[config.mk]
export PLATFORM = sky130hd
export DESIGN_NAME = reg_bank_flat
export DESIGN_NICKNAME = d
export VERILOG_FILES = /design/src/rtl/reg_bank_if.sv /design/src/rtl/reg_bank.sv /design/src/flat_wrapper.sv
export SDC_FILE = /design/constraint.sdc
export NUM_CORES = 1
export LEC_CHECK = 0
export CAP_MARGIN = 40
export CORE_ASPECT_RATIO = 1.75
export CORE_UTILIZATION = 56
export CTS_BUF_LIST = sky130_fd_sc_hd__clkbuf_4
export DETAILED_ROUTE_END_ITERATION = 7
export PLACE_DENSITY = 0.78
export SLEW_MARGIN = 15
export SYNTH_ARGS = -nofsm -noshare
export SYNTH_HDL_FRONTEND = slang
export SYNTH_SLANG_ARGS = --single-unit
[constraint.sdc]
create_clock -name clock -period 8 [get_ports clock]
set_input_delay 1.2 -clock clock [delete_from_list [all_inputs] [get_ports clock]]
set_output_delay 1.2 -clock clock [all_outputs]
set_load 0.1 [all_outputs]
[src/rtl/reg_bank_if.sv]
// reg_bank_if: op/operand bus between the decoder, the register bank and its read ports.
`timescale 1ns/1ps
interface reg_bank_if #(
    parameter int WIDTH       = 8,
    parameter int NREGS       = 4,
    parameter int STACK_DEPTH = 4
);
    localparam int AW = $clog2(NREGS);
    localparam int SW = $clog2(STACK_DEPTH + 1);
    logic             ena;
    logic [2:0]       opcode;
    logic [AW-1:0]    rd_sel;
    logic [AW-1:0]    rs_sel;
    logic [WIDTH-1:0] data_in;
    logic [AW-1:0]    ra_sel;
    logic [AW-1:0]    rb_sel;
    logic [WIDTH-1:0] ra_out;
    logic [WIDTH-1:0] rb_out;
    logic [SW-1:0]    sp;
    logic             full;
    logic             empty;
    logic             zero;
    logic             err;
    modport master (
        output ena, opcode, rd_sel, rs_sel, data_in, ra_sel, rb_sel,
        input  ra_out, rb_out, sp, full, empty, zero, err
    );
    modport slave (
        input  ena, opcode, rd_sel, rs_sel, data_in, ra_sel, rb_sel,
        output ra_out, rb_out, sp, full, empty, zero, err
    );
endinterface

[src/rtl/reg_bank.sv]
// reg_bank: NREGS x WIDTH register file with one register-transfer op per enabled edge
// and a LIFO spill stack; illegal ops pulse err and leave all state untouched.
`timescale 1ns/1ps
module reg_bank #(
    parameter int WIDTH       = 8,
    parameter int NREGS       = 4,
    parameter int STACK_DEPTH = 4
) (
    input logic      clock,
    input logic      reset_n,
    reg_bank_if.slave bus
);
    localparam int AW = $clog2(NREGS);
    localparam int SW = $clog2(STACK_DEPTH + 1);
    localparam int PW = STACK_DEPTH > 1 ? $clog2(STACK_DEPTH) : 1;
    localparam logic [AW:0]   NR      = (AW + 1)'(NREGS);
    localparam logic [SW-1:0] FULL_SP = SW'(STACK_DEPTH);

    typedef enum logic [2:0] {
        OP_LOAD, OP_MOV, OP_SWAP, OP_INC, OP_DEC, OP_PUSH, OP_POP, OP_CLR
    } op_e;

    logic [WIDTH-1:0] regs_q [NREGS];
    logic [WIDTH-1:0] regs_d [NREGS];
    logic [WIDTH-1:0] stk_q  [STACK_DEPTH];
    logic [WIDTH-1:0] stk_d  [STACK_DEPTH];
    logic [SW-1:0]    sp_q, sp_d;
    logic             zero_q, zero_d, err_q, err_d;
    op_e              op;
    logic             rd_bad, rs_bad, fault, go;
    logic [WIDTH-1:0] rd_val, rs_val, top_val, wr_val;

    assign op = op_e'(bus.opcode);

    assign bus.ra_out = ({1'b0, bus.ra_sel} < NR) ? regs_q[bus.ra_sel] : '0;
    assign bus.rb_out = ({1'b0, bus.rb_sel} < NR) ? regs_q[bus.rb_sel] : '0;
    assign bus.sp     = sp_q;
    assign bus.full   = sp_q == FULL_SP;
    assign bus.empty  = sp_q == '0;
    assign bus.zero   = zero_q;
    assign bus.err    = err_q;

    // Only the selects an opcode actually uses can fault it.
    assign rd_bad = op != OP_PUSH && {1'b0, bus.rd_sel} >= NR;
    assign rs_bad = op inside {OP_MOV, OP_SWAP, OP_PUSH} && {1'b0, bus.rs_sel} >= NR;
    assign fault  = rd_bad || rs_bad || (op == OP_PUSH && bus.full) || (op == OP_POP && bus.empty);
    assign go     = bus.ena && !fault;

    assign rd_val  = regs_q[bus.rd_sel];
    assign rs_val  = regs_q[bus.rs_sel];
    assign top_val = stk_q[PW'(sp_q - 1'b1)];

    always_comb begin
        case (op)
            OP_LOAD:         wr_val = bus.data_in;
            OP_MOV, OP_SWAP: wr_val = rs_val;
            OP_INC:          wr_val = rd_val + 1'b1;
            OP_DEC:          wr_val = rd_val - 1'b1;
            OP_POP:          wr_val = top_val;
            default:         wr_val = '0;
        endcase
    end

    always_comb begin
        regs_d = regs_q;
        stk_d  = stk_q;
        sp_d   = sp_q;
        zero_d = zero_q;
        err_d  = bus.ena && fault;
        if (go) begin
            if (op == OP_PUSH) begin
                stk_d[PW'(sp_q)] = rs_val;
                sp_d             = sp_q + 1'b1;
            end else begin
                // rd is written last so SWAP with rd==rs keeps the value.
                if (op == OP_SWAP) regs_d[bus.rs_sel] = rd_val;
                regs_d[bus.rd_sel] = wr_val;
                zero_d             = wr_val == '0;
                if (op == OP_POP) sp_d = sp_q - 1'b1;
            end
        end
    end

    always_ff @(posedge clock or negedge reset_n) begin
        if (!reset_n) begin
            regs_q <= '{default: '0};
            stk_q  <= '{default: '0};
            sp_q   <= '0;
            zero_q <= 1'b0;
            err_q  <= 1'b0;
        end else begin
            regs_q <= regs_d;
            stk_q  <= stk_d;
            sp_q   <= sp_d;
            zero_q <= zero_d;
            err_q  <= err_d;
        end
    end
endmodule
[src/flat_wrapper.sv]
// flat-port wrapper written by rule: the top's interface ports become plain ports
module reg_bank_flat 
#(
    parameter int WIDTH       = 8,
    parameter int NREGS       = 4,
    parameter int STACK_DEPTH = 4
)
  (clock, reset_n, bus_ena, bus_opcode, bus_rd_sel, bus_rs_sel, bus_data_in, bus_ra_sel, bus_rb_sel, bus_ra_out, bus_rb_out, bus_sp, bus_full, bus_empty, bus_zero, bus_err);
  reg_bank_if #(.WIDTH(WIDTH), .NREGS(NREGS), .STACK_DEPTH(STACK_DEPTH)) bus_i ();
  input logic clock;
  input logic reset_n;
  input wire logic [$bits(bus_i.ena)-1:0] bus_ena;
  input wire logic [$bits(bus_i.opcode)-1:0] bus_opcode;
  input wire logic [$bits(bus_i.rd_sel)-1:0] bus_rd_sel;
  input wire logic [$bits(bus_i.rs_sel)-1:0] bus_rs_sel;
  input wire logic [$bits(bus_i.data_in)-1:0] bus_data_in;
  input wire logic [$bits(bus_i.ra_sel)-1:0] bus_ra_sel;
  input wire logic [$bits(bus_i.rb_sel)-1:0] bus_rb_sel;
  output wire logic [$bits(bus_i.ra_out)-1:0] bus_ra_out;
  output wire logic [$bits(bus_i.rb_out)-1:0] bus_rb_out;
  output wire logic [$bits(bus_i.sp)-1:0] bus_sp;
  output wire logic [$bits(bus_i.full)-1:0] bus_full;
  output wire logic [$bits(bus_i.empty)-1:0] bus_empty;
  output wire logic [$bits(bus_i.zero)-1:0] bus_zero;
  output wire logic [$bits(bus_i.err)-1:0] bus_err;
  assign bus_i.ena = bus_ena;
  assign bus_i.opcode = bus_opcode;
  assign bus_i.rd_sel = bus_rd_sel;
  assign bus_i.rs_sel = bus_rs_sel;
  assign bus_i.data_in = bus_data_in;
  assign bus_i.ra_sel = bus_ra_sel;
  assign bus_i.rb_sel = bus_rb_sel;
  assign bus_ra_out = bus_i.ra_out;
  assign bus_rb_out = bus_i.rb_out;
  assign bus_sp = bus_i.sp;
  assign bus_full = bus_i.full;
  assign bus_empty = bus_i.empty;
  assign bus_zero = bus_i.zero;
  assign bus_err = bus_i.err;
  reg_bank #(.WIDTH(WIDTH), .NREGS(NREGS), .STACK_DEPTH(STACK_DEPTH)) u_core (.clock(clock), .reset_n(reset_n), .bus(bus_i));
endmodule
==> impl_metrics.tcl <==
set metrics [dict create \
    outcome "completed" \
    crit_type "input port to flip-flop" \
    ys_types 56 \
    postSynthAreaPerCell_um2 10.5 \
    cts_buffers 9 \
    slew_violations 0 \
    crit_family "compound AO/OA/AOI/OAI gates" \
    finalCritPeriodShare_pct 63.2 \
    vdd_drop_max_mv 0.232 \
    cp.buffers_inverters 1 \
    hold_viol_final 0 \
    holdWs_ns 0.516 \
    startpoint_type "input port" \
    skew_ns 0.00905 \
    cp_common_cell "o21ai_0" \
    p_switching_mw 0.881 \
    cap_violations 0 \
    syn_inst 453 \
    report.final.setup_viol 0 \
    p_comb_share_pct 57.6 \
    viasPerCell 7.07 \
    grt_use_total_pct 34.3 \
    die-area_mm2 0.00891 \
    areaGrowthSynthToFinish_pct 19.5 \
    clk_pin_slew_ns 0.13 \
    wl_per_cell_um 23.5 \
    cp_data_arrival_time_ns 5.41 \
    grt_overflow_total 0 \
    min_period_ns 5.05 \
    seq_area_frac_synth_pct 36.2 \
    r2r-start "u_core.bus.sp[0]" \
    rows 44 \
    cp.required_ns 8.36 \
    drtIter0Drc 433 \
    crit_path_end_kind "flip-flop" \
    holdPathStages 1 \
    crit_fanout 19 \
    synth_seq_cells 69 \
    post_cts_resized 0 \
    start_util_pct 57.8 \
    hold_path.class "flip-flop to flip-flop" \
    syn_nets 488 \
    synth_edf_count 0 \
    hold_start "u_core.stk_q[14]" \
    layout.nets 542 \
    wirelength_mm 14.2 \
    leakage_nw 2.44 \
    dp_hpwl_mm 10.6 \
    antenna_found_initial 0 \
    synthFlopType "dfrtp_1" \
    finish.instance_area_mm2 0.00570 \
    clock_latency_ns 0.45 \
    layout_commonest_cell "dfrtp_1" \
    grt_pass1_vias 4256 \
    rsz0062_at_grt "no" \
    slowest_delay_ns 0.85 \
    cts_root_buf "clkbuf_4" \
    first_pass_iters 5 \
    fillers 612 \
    num_vias 4268 \
    dpl_cell_area_mm2 0.00559 \
    yosys_warnings 0 \
    ff2ff_setup_slack_ns 4.72 \
    grt_pass1_wl_mm 22.4 \
    grt_max_degree 42 \
    hold_buffers 0 \
    worst_slew_pin_slew_ns 0.885 \
    regToRegEndpoint "u_core.regs_q[7]" \
    reg2regPathDepth 8 \
    swShare_pct 47.3 \
    min_to "u_core.stk_q[14]" \
    p_clk_share_pct 11.3 \
    gp_congestion 0.998 \
    path_cells "clkdlybuf4s50_1 > nor2b_1 > nand2_1 > o21ai_0 > a21o_1 > ha_1 > o21ai_0 > nor2_1 > o311ai_0 > a32oi_1 > and2_1 > a32o_2" \
    final_antenna_net_count 0 \
    io_pins 45 \
    die_h_um 124 \
    cts_tree "built" \
    synthesis.area_mm2 0.00477 \
    numPortBuffers 44 \
    seqPwrFrac_pct 31.2 \
    postSynth.asyncResetShare_pct 100 \
    p_per_area_mw_per_mm2 326 \
    drive_gt1_share_pct 21.1 \
    final_cell_mix "dfrtp_1 (69), nand2_1 (43), clkdlybuf4s50_1 (43)" \
    clock_sinks 69 \
    die_x_um 71.8 \
    post_cts_buffers 0 \
    diodes 0 \
    core_mm2 0.00826 \
    slew_headroom_pct 41.0 \
    internal-power_mw 0.981 \
    clock_path_buffers 2 \
    drt_drc_violations_left 0 \
    slowest_stage "clkdlybuf4s50_1" \
    clock.fmax_mhz 198 \
    htree_levels 3 \
    fin_setup_tns_ns 0 \
]
==> power by group through the flow <==
stage	Clock (mW)	Combinational [mW]	Sequential, mW
6_report	0.210	1.07	0.580
5_1_grt	0.225	1.13	0.594
4_1_cts	0.211	1.07	0.577
3_5_place_dp	0	1.07	0.585
3_3_place_gp	0	0.913	0.575
2_1_floorplan	0	0.681	0.602
==> flip-flops by register name, summed over array words and instances, names as in the netlist <==
| signal | flops |
|---|---|
| u_core.regs_q | 32 |
| u_core.stk_q | 32 |
| u_core.bus.sp | 3 |
| u_core.bus.err | 1 |
| u_core.bus.zero | 1 |
==> through the flow <==
step	util, %	instances	worst slack, ns	power (mW)
2_1_floorplan	-	453	3.97	1.28
3_3_place_gp	63.2	564	2.85	1.49
3_5_place_dp	67.7	588	2.61	1.65
4_1_cts	69.1	604	3.09	1.86
5_1_grt	69.1	604	2.69	1.95
6_report	69.1	604	2.95	1.86
==> cell families (layout without fill, tap and decap cells) <==
| logic type | Yosys count | in the layout | synth area share [%] |
|---|---|---|---|
| AOI/OAI and AO/OA | 132 | 132 | 18.0 |
| xor gates and xnor gates | 6 | 6 | 1.10 |
| adders and majority gates | 13 | 13 | 3.56 |
| buffers and inverters | 39 | 98 | 3.49 |
| DFF | 69 | 69 | 36.2 |
| muxes | 76 | 76 | 26.2 |
| and+or+nand+nor | 118 | 118 | 11.5 |
==> cell usage after synthesis, drive strengths merged, types with 3 or more instances <==
cell type  number  share of area [%]
a32oi           5               0.92
nor2           33                2.6
a31oi           3               0.39
ha             12                3.1
nand3           4               0.42
dfrtp          69                 36
nand2          43                3.4
o221ai          7                1.3
and2            8                1.0
a21o            5               0.79
a32o            4               0.87
a22o            3               0.55
inv            10               0.79
xnor2           3               0.55
o21ai          36                3.8
buf             9                1.1
nor3            5               0.52
clkbuf         19                1.5
a22oi           8                1.3
nand2b          8                1.0
mux2           34                8.0
xor2            3               0.55
mux4           33                 16
and3            3               0.39
mux2i           9                1.9
o22ai          13                1.7
nor2b           5               0.66
or2             3               0.39
a21oi          28                2.9
a211oi          5               0.79
==> how the worst max path moves through the flow <==
stage / slack, ns / startpoint / cells past startpoint / endpoint
6_report: 2.95 / bus_rd_sel[0] / 12 / u_core.bus.zero
5_1_grt: 2.69 / bus_rd_sel[0] / 12 / u_core.bus.zero
4_1_cts: 3.09 / bus_rd_sel[0] / 12 / u_core.bus.zero
3_5_place_dp: 2.61 / bus_rd_sel[0] / 12 / u_core.bus.zero
3_3_place_gp: 2.85 / bus_rd_sel[0] / 13 / u_core.regs_q[7]
2_1_floorplan: 3.97 / bus_rd_sel[0] / 12 / u_core.bus.zero
==> routing by layer <==
layer  global-route usage [%]  share of wire, %  vias up
met3                     5.91               6.9       66
met1                     37.6                35     2103
met5                        0                 0        -
met4                     21.6               5.3        0
li1                         -                 -     1854
met2                     60.7                53      245
==> cell type report <==
| type | count | area [um^2] | area share [%] |
|---|---|---|---|
| clock buffers | 9 | 67.6 | 1.18 |
| multi-input cells | 345 | 2880 | 50.5 |
| repair buffers | 71 | 823 | 14.4 |
| clock inverters | 7 | 50.0 | 0.877 |
| well taps | 92 | 115 | 2.02 |
| inverters | 11 | 41.3 | 0.724 |
| flip-flops and latches | 69 | 1730 | 30.3 |
Note: power is estimated with default switching activity, not from simulation.
